--- src/rtl/decimal_entry_alu_if.sv ---
// Keypad/result bus for decimal_entry_alu.
// The keypad side drives the strobes; the ALU side drives operands, result and status.
interface decimal_entry_alu_if #(
  parameter int WIDTH = 16
);
  logic             digit_valid;
  logic [3:0]       digit;
  logic             op_valid;
  logic [1:0]       op_code;
  logic             backspace;
  logic [WIDTH-1:0] operand_a;
  logic [WIDTH-1:0] operand_b;
  logic [WIDTH-1:0] result;
  logic             negative;
  logic             overflow;
  logic             result_valid;
  logic             digit_reject;
  logic [1:0]       state;
  logic [2:0]       digit_count;

  modport master (
    output digit_valid, digit, op_valid, op_code, backspace,
    input  operand_a, operand_b, result, negative, overflow,
           result_valid, digit_reject, state, digit_count
  );

  modport slave (
    input  digit_valid, digit, op_valid, op_code, backspace,
    output operand_a, operand_b, result, negative, overflow,
           result_valid, digit_reject, state, digit_count
  );
endinterface

--- src/rtl/decimal_entry_alu.sv ---
// Decimal keypad entry with two-operand add/subtract.
// Digits build operand A, an operator switches entry to operand B, equals
// produces a registered result with sign/overflow flags.
// Optional macro DECIMAL_ENTRY_ALU_CHAIN_EN: an add/subtract key pressed while a
// result is shown chains that result (as magnitude) into operand A.
module decimal_entry_alu #(
  parameter int WIDTH      = 16,
  parameter int MAX_DIGITS = 4
) (
  input logic                clock,
  input logic                reset,
  decimal_entry_alu_if.slave bus
);

  typedef enum logic [1:0] {
    ENTER_A = 2'b00,
    ENTER_B = 2'b01,
    RESULT  = 2'b10
  } state_t;

  localparam logic [1:0] OP_ADD = 2'b00;
  localparam logic [1:0] OP_SUB = 2'b01;
  localparam logic [1:0] OP_EQ  = 2'b10;
  localparam logic [1:0] OP_CLR = 2'b11;
  localparam logic [2:0] MAX_CNT = 3'(MAX_DIGITS);

  state_t           st, st_n;
  logic [WIDTH-1:0] a, a_n, b, b_n, res, res_n;
  logic             neg, neg_n, ovf, ovf_n, rv, rv_n, rej, rej_n, sub, sub_n;
  logic [2:0]       cnt, cnt_n;

  logic [WIDTH-1:0] cur, cur_x10, cur_div10;
  logic [WIDTH:0]   sum;
  logic             digit_ok, is_clear;

  // Next-state and datapath decode; clear > other op > backspace > digit
  always_comb begin
    st_n  = st;
    a_n   = a;
    b_n   = b;
    res_n = res;
    neg_n = neg;
    ovf_n = ovf;
    rv_n  = rv;
    rej_n = 1'b0;
    sub_n = sub;
    cnt_n = cnt;

    cur       = (st == ENTER_B) ? b : a;
    cur_x10   = (cur << 3) + (cur << 1) + WIDTH'(bus.digit);
    cur_div10 = cur / WIDTH'(10);
    sum       = {1'b0, a} + {1'b0, b};
    digit_ok  = (bus.digit <= 4'd9);
    is_clear  = bus.op_valid && (bus.op_code == OP_CLR);

    if (is_clear) begin
      st_n  = ENTER_A;
      a_n   = '0;
      b_n   = '0;
      res_n = '0;
      neg_n = 1'b0;
      ovf_n = 1'b0;
      rv_n  = 1'b0;
      sub_n = 1'b0;
      cnt_n = '0;
    end else if (bus.op_valid) begin
      case (st)
        ENTER_A: begin
          if (bus.op_code != OP_EQ) begin
            sub_n = (bus.op_code == OP_SUB);
            st_n  = ENTER_B;
            cnt_n = '0;
            b_n   = '0;
          end
        end
        ENTER_B: begin
          if (bus.op_code == OP_EQ) begin
            st_n = RESULT;
            rv_n = 1'b1;
            if (sub) begin
              ovf_n = 1'b0;
              if (a >= b) begin
                res_n = a - b;
                neg_n = 1'b0;
              end else begin
                res_n = b - a;
                neg_n = 1'b1;
              end
            end else begin
              res_n = sum[WIDTH-1:0];
              ovf_n = sum[WIDTH];
              neg_n = 1'b0;
            end
          end else begin
            sub_n = (bus.op_code == OP_SUB);
          end
        end
        RESULT: begin
`ifdef DECIMAL_ENTRY_ALU_CHAIN_EN
          if (bus.op_code == OP_ADD || bus.op_code == OP_SUB) begin
            a_n   = res;
            sub_n = (bus.op_code == OP_SUB);
            b_n   = '0;
            cnt_n = '0;
            rv_n  = 1'b0;
            neg_n = 1'b0;
            st_n  = ENTER_B;
          end
`else
          st_n = RESULT;
`endif
        end
        default: st_n = ENTER_A;
      endcase
    end else if (bus.backspace) begin
      if (st != RESULT && cnt != 3'd0) begin
        if (st == ENTER_B) b_n = cur_div10;
        else               a_n = cur_div10;
        cnt_n = cnt - 3'd1;
      end
    end else if (bus.digit_valid) begin
      if (st == RESULT) begin
        if (digit_ok) begin
          a_n   = WIDTH'(bus.digit);
          b_n   = '0;
          cnt_n = 3'd1;
          rv_n  = 1'b0;
          st_n  = ENTER_A;
        end else begin
          rej_n = 1'b1;
        end
      end else if (digit_ok && cnt < MAX_CNT) begin
        if (st == ENTER_B) b_n = cur_x10;
        else               a_n = cur_x10;
        cnt_n = cnt + 3'd1;
      end else begin
        rej_n = 1'b1;
      end
    end
  end

  // State and datapath registers with synchronous reset
  always_ff @(posedge clock) begin
    if (reset) begin
      st  <= ENTER_A;
      a   <= '0;
      b   <= '0;
      res <= '0;
      neg <= 1'b0;
      ovf <= 1'b0;
      rv  <= 1'b0;
      rej <= 1'b0;
      sub <= 1'b0;
      cnt <= '0;
    end else begin
      st  <= st_n;
      a   <= a_n;
      b   <= b_n;
      res <= res_n;
      neg <= neg_n;
      ovf <= ovf_n;
      rv  <= rv_n;
      rej <= rej_n;
      sub <= sub_n;
      cnt <= cnt_n;
    end
  end

  assign bus.operand_a    = a;
  assign bus.operand_b    = b;
  assign bus.result       = res;
  assign bus.negative     = neg;
  assign bus.overflow     = ovf;
  assign bus.result_valid = rv;
  assign bus.digit_reject = rej;
  assign bus.state        = st;
  assign bus.digit_count  = cnt;

endmodule

--- src/flat_wrapper.sv ---
// flat-port wrapper written by rule: the top's interface ports become plain ports
module decimal_entry_alu_flat 
#(
  parameter int WIDTH      = 16,
  parameter int MAX_DIGITS = 4
)
  (clock, reset, bus_digit_valid, bus_digit, bus_op_valid, bus_op_code, bus_backspace, bus_operand_a, bus_operand_b, bus_result, bus_negative, bus_overflow, bus_result_valid, bus_digit_reject, bus_state, bus_digit_count);
  decimal_entry_alu_if #(.WIDTH(WIDTH)) bus_i ();
  input logic clock;
  input logic reset;
  input wire logic [$bits(bus_i.digit_valid)-1:0] bus_digit_valid;
  input wire logic [$bits(bus_i.digit)-1:0] bus_digit;
  input wire logic [$bits(bus_i.op_valid)-1:0] bus_op_valid;
  input wire logic [$bits(bus_i.op_code)-1:0] bus_op_code;
  input wire logic [$bits(bus_i.backspace)-1:0] bus_backspace;
  output wire logic [$bits(bus_i.operand_a)-1:0] bus_operand_a;
  output wire logic [$bits(bus_i.operand_b)-1:0] bus_operand_b;
  output wire logic [$bits(bus_i.result)-1:0] bus_result;
  output wire logic [$bits(bus_i.negative)-1:0] bus_negative;
  output wire logic [$bits(bus_i.overflow)-1:0] bus_overflow;
  output wire logic [$bits(bus_i.result_valid)-1:0] bus_result_valid;
  output wire logic [$bits(bus_i.digit_reject)-1:0] bus_digit_reject;
  output wire logic [$bits(bus_i.state)-1:0] bus_state;
  output wire logic [$bits(bus_i.digit_count)-1:0] bus_digit_count;
  assign bus_i.digit_valid = bus_digit_valid;
  assign bus_i.digit = bus_digit;
  assign bus_i.op_valid = bus_op_valid;
  assign bus_i.op_code = bus_op_code;
  assign bus_i.backspace = bus_backspace;
  assign bus_operand_a = bus_i.operand_a;
  assign bus_operand_b = bus_i.operand_b;
  assign bus_result = bus_i.result;
  assign bus_negative = bus_i.negative;
  assign bus_overflow = bus_i.overflow;
  assign bus_result_valid = bus_i.result_valid;
  assign bus_digit_reject = bus_i.digit_reject;
  assign bus_state = bus_i.state;
  assign bus_digit_count = bus_i.digit_count;
  decimal_entry_alu #(.WIDTH(WIDTH), .MAX_DIGITS(MAX_DIGITS)) u_core (.clock(clock), .reset(reset), .bus(bus_i));
endmodule
--- config.mk ---
export PLATFORM = sky130hd
export DESIGN_NAME = decimal_entry_alu_flat
export DESIGN_NICKNAME = d
export VERILOG_FILES = /design/src/rtl/decimal_entry_alu_if.sv /design/src/rtl/decimal_entry_alu.sv /design/src/flat_wrapper.sv
export SDC_FILE = /design/constraint.sdc
export NUM_CORES = 1
export LEC_CHECK = 0
export CELL_PAD_IN_SITES_DETAIL_PLACEMENT = 2
export CELL_PAD_IN_SITES_GLOBAL_PLACEMENT = 2
export CORE_UTILIZATION = 37
export DETAILED_ROUTE_END_ITERATION = 10
export PLACE_DENSITY = 0.85
export SYNTH_ARGS = -nofsm -noshare
export SYNTH_HDL_FRONTEND = slang
export SYNTH_SLANG_ARGS = --single-unit
--- constraint.sdc ---
create_clock -name clock -period 8.4 [get_ports clock]
set_input_delay 0.84 -clock clock [delete_from_list [all_inputs] [get_ports clock]]
set_output_delay 0.84 -clock clock [all_outputs]
set_load 0.01 [all_outputs]
# [Word-level counts from Yosys, hierarchy flattened]
# Index checks and enable logic that the tools add are counted.
[classes] n_mux=55 magnitude_cmp=3 n_addsub=7 eq_ne=23 bitwise=2 reduce_logical=23 n_div=1
[op_table] op="2-to-1 mux 16 bit" count=22
[op_table] op="subtractor 16 bit" count=2
[op_table] op="2-to-1 mux 3 bit" count=9
[op_table] op="AND reduction 6 bit" count=3
[op_table] op="adder 16 x 16 -> 17 bit" count=1
[op_table] op="adder 16 bit" count=1
[op_table] op="adder 16 x 4 -> 16 bit" count=1
[op_table] op="divider 16 x 4 -> 16 bit (second input constant)" count=1
[op_table] op="greater-or-equal comparator 16 bit" count=1
[op_table] op="2-to-1 mux 1 bit" count=15
[op_table] op="2-to-1 mux 2 bit" count=7
[op_table] op="inequality test 2 x 1 -> 1 bit (second input constant)" count=6
[op_table] op="inequality test 2 bit (second input constant)" count=6
[op_table] op="inequality test 3 x 2 -> 1 bit (second input constant)" count=4
[op_table] op="nonzero test 3 bit" count=4
[op_table] op="nonzero test 2 bit" count=5
[op_table] op="AND reduction 8 bit" count=1
[op_table] op="AND reduction 7 bit" count=1
[op_table] op="== test 2 bit (second input constant)" count=3
[op_table] op="case mux 2 bit (3 select lines)" count=1
[op_table] op="OR reduction 5 bit" count=1
[op_table] op="== test 2 x 1 -> 1 bit (second input constant)" count=2
[op_table] op="<= comparator 4 bit (second input constant)" count=1
[op_table] op="inequality test 4 x 3 -> 1 bit (second input constant)" count=1
[op_table] op="12 further kinds" count=15
[totals] inputBits=11 elab_cells=124 out_inout_bits=57 register_bits=58

# [Longest topological paths before layout]
[logic_depth] word_depth=10 ltp_mapped=28 mapped_depth_nobuf=24

# [Worst setup path before layout]
# OpenSTA, ideal clock, no wires.
[synth_timing] path_kind="register to register" start="reg u_core.st[1] (netlist: u_core.bus.state[1])" end="reg u_core.b[1] (netlist: u_core.bus.operand_b[1])" setup_time_ps=70 period_less_slack_ps=5277 setup_slack_ps=3123 required_ps=8330 n_path_buf=3 path_stages_with_launch=24 arrival_ps=5207 cell_sequence="dfxtp_1 > inv_1 > ha_1 > buf_6 > mux2_4 > buf_4 > nor2_1 > nor2_1 > o41ai_2 > and2_1 > buf_2 > o31a_1 > maj3_2 > o221a_4 > a21o_1 > a21oi_1 > o21ai_1 > a21oi_2 > a2111o_1 > o21ai_0 > nor4bb_1 > nor2_1 > a2111o_1 > a21oi_1"
[synth_between] elab_chain_len=10 elab_cells_between_ends=24 cone_classes="add/sub (2); div (1); eq/ne (7); mux (9); reduce/logical (5)"
[synth_lines] item="start, declared" line="decimal_entry_alu.sv:27" source="state_t st, st_n;"
[synth_lines] item="start signal, assigned" line="decimal_entry_alu.sv:156" source="st <= st_n;"
[synth_lines] item="parallel branches: the longest is 10 deep, another holds divider 16 x 4 -> 16 bit"
[synth_lines] item="end signal, assigned" line="decimal_entry_alu.sv:158" source="b <= b_n;"
[synth_lines] item="end, declared" line="decimal_entry_alu.sv:28" source="logic [WIDTH-1:0] a, a_n, b, b_n, res, res_n;"
# Parallel ways; which one is timed is not known. The select of a mux whose other input is x is not followed.
# A chain may end at the register's enable or synchronous reset.

# [Final worst setup path]
# Same ends and word-level chain as after synthesis.

==> tab_implementation.tex <==
\begin{tabular}{lr}
\hline
Metric & Value \\
\hline
\multicolumn{2}{l}{\textbf{Power}} \\
Highest ir drop seen on vdd & 0.09199 mV \\
Lkg Pwr & 3.335 nW \\
Ratio of total power to cell area & 158.5 nW/um2 \\
\multicolumn{2}{l}{\textbf{Setup path}} \\
Worst flop-to-flop path endpoint & u\_core.bus.operand\_b[1]\$\_SDFFE\_PP0P\_ \\
Startpoint of the lowest-slack register-to-register path & u\_core.bus.state[1]\$\_SDFFE\_PP0P\_ \\
Crit Path Class & flop to flop \\
Kind of capture point of the worst setup path & flop \\
Arrival time reported for the critical path endpoint & 7.75 ns \\
Worst Path Required & 8.68 ns \\
Worst-case register-to-register setup slack & 0.93 ns \\
Worst reg-to-reg path cell count & 21 \\
Biggest fanout along the worst timing path & 36 \\
Element type at the critical path start & flop \\
\multicolumn{2}{l}{\textbf{Place}} \\
IO buf count & 67 \\
Weighted congestion at the end of routability-driven global placement & 0.8878 \\
Dpl hpwl & 22590 um \\
Worst slack after detailed placement & 1.101 ns \\
\multicolumn{2}{l}{\textbf{Min path}} \\
Min-delay worst type & flop to flop \\
Worst hold path stage count & 2 \\
Sink of the worst hold path & u\_core.bus.result[7]\$\_SDFFE\_PP0P\_ \\
Min-Delay Startpoint & u\_core.bus.result[7]\$\_SDFFE\_PP0P\_ \\
\multicolumn{2}{l}{\textbf{Global route}} \\
Wire length of the first global-routing pass & 50160 um \\
Sum of overflow across all layers after global routing & 0 \\
Overall track demand over capacity in global routing & 31.39\% \\
Vias in the first global route & 8819 \\
Antenna violations before repair & 0 \\
Largest net degree at the start of global routing & 40 \\
\multicolumn{2}{l}{\textbf{STA}} \\
Fmax & 133.9 MHz \\
Worst slew margin relative to its limit & 22.26\% \\
Setup WS post-layout & 0.9294 ns \\
Slew Limit Fails & 0 \\
Accumulated negative setup slack & 0 ns \\
Clock skew after layout & 0.01199 ns \\
Unrepaired setup endpoints after global routing & no \\
Number of hold violations in the final report & 0 \\
Final Setup Violations & 0 \\
Fin crit share & 88.94\% \\
Shortest clock period the worst path allows after layout & 7.471 ns \\
Slew of the pin with the lowest slew margin & 1.162 ns \\
\multicolumn{2}{l}{\textbf{Finish}} \\
Layout area overhead & 14.71\% \\
Share of final-layout standard cells stronger than drive strength 1 & 6.004\% \\
Utilization of the core after routing & 43.64\% \\
Antenna diode count & 0 \\
Nets & 1158 \\
\multicolumn{2}{l}{\textbf{Synthesis}} \\
Gate count of the mapped netlist & 1044 \\
FF+latch count, synth & 58 \\
Sequential element share of the synthesized area & 15.58\% \\
Number of enable flip-flop cells after synthesis & 0 \\
Leading area contributor after synthesis & dfxtp\_1 \\
Yosys top cell area share & 15.58\% \\
Post-synth net total & 1140 \\
Cell area after technology mapping & 7452 um2 \\
Post-synth top flop & dfxtp\_1 \\
Proportion of register bits with asynchronous set or reset after synthesis & 0\% \\
Leading post-synthesis cells by cell area & dfxtp\_1 (16\%), ha\_1 (13\%), a21oi\_1 (8.1\%) \\
Synthesized area divided by synthesized cell count & 7.138 um2 \\
Yosys warning total & 0 \\
Library cells used by synthesis & 92 \\
\multicolumn{2}{l}{\textbf{Routing}} \\
Vias post-DR & 8206 \\
Vias per inst & 6.165 \\
Routed Antenna Nets & 0 \\
DRC viols & 0 \\
Routed Wire Length & 31850 um \\
Number of DRC markers in iteration 0 & 377 \\
Pre-antenna DRT Iters & 5 \\
Wire length per cell & 23.93 um \\
\multicolumn{2}{l}{\textbf{Floorplan}} \\
Die outline height & 143.9 um \\
Site row count & 51 \\
Area of the die & 20710 um2 \\
Effective utilization at floorplan & 38.04\% \\
Ports placed on the boundary & 68 \\
Overall die width & 143.9 um \\
Total core area & 19590 um2 \\
\multicolumn{2}{l}{\textbf{Clock tree}} \\
Resized Gates After CTS & 0 \\
CTS sink cnt & 58 \\
Count of hold buffers inserted by post-cts repair & 0 \\
Clock input transition at the sequential cells of the worst setup and hold paths & 0.06 ns \\
CTS tree & yes \\
Worst-case clock buffer depth & 2 \\
Number of buffers created by CTS & 9 \\
Clock Latency Late Sink & 0.35 ns \\
Clock root buffer master & clkbuf\_16 \\
Post-CTS setup-driven buffer insertion count & 0 \\
H-tree level count & 3 \\
\multicolumn{2}{l}{\textbf{Outcome}} \\
Outcome & finished clean \\
\multicolumn{2}{l}{\textbf{Flow run}} \\
Maximum capacitance violations & 0 \\
\hline
\end{tabular}
## per-stage QoR
step                area (um2)  total power, W  hold WS (ns)  instances
floorplan                 7452       0.0007352        0.4761       1044
global placement          8220       0.0008813        0.4379       1316
detailed placement        8220       0.0009046        0.4593       1316
CTS                       8548        0.001347        0.4654       1331
global route              8548        0.001414        0.4861       1331
finish                    8548        0.001355        0.4605       1331
## per-layer routing
| layer | routed length [um] | GRT usage, % |
|---|---|---|
| met2 | 15790 | 54.51 |
| met3 | 975 | 3.399 |
| met5 | 0 | 0 |
| met1 | 14170 | 39.61 |
| met4 | 909 | 11.70 |
## worst max-delay path, cell delays in order, from the launching register on
cell	delay [ns]
dfxtp_1	0.34
inv_1	0.16
ha_2	0.88
mux2i_2	0.79
inv_2	0.34
nand2_1	0.21
nor2_1	0.11
o41ai_2	0.52
and2_1	0.39
o2111ai_1	0.21
nor2_1	0.41
o221a_4	0.29
and2_1	0.44
a31oi_1	0.16
nand4_1	0.22
a21oi_2	0.12
a2111o_1	0.53
o21ai_0	0.17
nor4bb_1	0.41
nor2_1	0.13
a2111o_1	0.42
a21oi_1	0.13
## flip-flops by register name, summed over array words and instances (netlist names)
signal and count:
u_core.bus.operand_a 16, u_core.bus.result_valid 1, u_core.bus.digit_reject 1, u_core.bus.state 2
u_core.sub 1, u_core.bus.negative 1, u_core.bus.overflow 1, u_core.bus.operand_b 16
u_core.bus.result 16, u_core.bus.digit_count 3
## cell usage in the layout, fill, tap and decap left out, drive strengths merged, types with 14 or more instances in the layout
cell           synthesis  layout
a21oi                122     122
nor3                  28      28
a22oi                 15      15
o211ai                14      14
dfxtp                 58      58
clkdlybuf4s50          0      67
nand2                113     113
nand4                 14      14
o21ai                 64      64
ha                    80      80
nand3                 31      31
nor2                  88      88
mux2i                 18      18
a211oi                27      27
inv                   80      80
o21bai                23      23
xnor2                 30      30
## synth_stat cells (9+ instances only)
| cell type | n |
|---|---|
| a211oi_1 | 26 |
| a21o_1 | 13 |
| a21oi_1 | 121 |
| a22oi_1 | 15 |
| a31oi_1 | 12 |
| clkbuf_1 | 51 |
| dfxtp_1 | 58 |
| ha_1 | 80 |
| inv_1 | 76 |
| mux2i_1 | 12 |
| nand2_1 | 112 |
| nand2b_1 | 10 |
| nand3_1 | 31 |
| nand4_1 | 13 |
| nor2_1 | 88 |
| nor3_1 | 27 |
| o211ai_1 | 14 |
| o21a_1 | 9 |
| o21ai_0 | 57 |
| o21bai_1 | 23 |
| o31ai_1 | 10 |
| xnor2_1 | 28 |
## where the power goes
group	internal, W	leakage [nW]	switching (W)
registers	0.000283	0.469	0.0000152
clock network	0.000274	0.154	0.000149
logic	0.000226	2.71	0.000407
total	0.000783	3.34	0.000571
## how the worst max path moves through the flow
stage | end | start | cells past startpoint
floorplan | u_core.bus.operand_b[1]$_SDFFE_PP0P_ | u_core.bus.state[1]$_SDFFE_PP0P_ | 23
global placement | u_core.bus.operand_b[1]$_SDFFE_PP0P_ | u_core.bus.state[1]$_SDFFE_PP0P_ | 21
detailed placement | u_core.bus.operand_b[1]$_SDFFE_PP0P_ | u_core.bus.state[1]$_SDFFE_PP0P_ | 21
CTS | u_core.bus.operand_b[1]$_SDFFE_PP0P_ | u_core.bus.state[1]$_SDFFE_PP0P_ | 21
global route | u_core.bus.operand_b[1]$_SDFFE_PP0P_ | u_core.bus.state[1]$_SDFFE_PP0P_ | 21
finish | u_core.bus.operand_b[1]$_SDFFE_PP0P_ | u_core.bus.state[1]$_SDFFE_PP0P_ | 21
## layout make-up
type / count / area (um2)
Clock buffer: 11 / 252.7
Clock inverter: 4 / 75.07
Fill cell: 2292 / 11040
Inverter: 84 / 315.3
Multi-Input combinational cell: 837 / 5704
Sequential cell: 58 / 1161
Tap cell: 265 / 331.6
Timing Repair Buffer: 72 / 708.2
## cells by family (layout without fill, tap and decap cells)
family                     after synthesis  after routing  synth area share, %
adders and majority gates               87             87                15.08
muxes                                   24             24                4.265
and+or+nand+nor                        317            317                19.49
xor gates and xnor gates                38             38                4.668
DFF                                     58             58                15.58
buffers and inverters                  149            171                8.042
AOI/OAI and AO/OA                      371            371                32.87
Power figures use the tool's default switching activity.
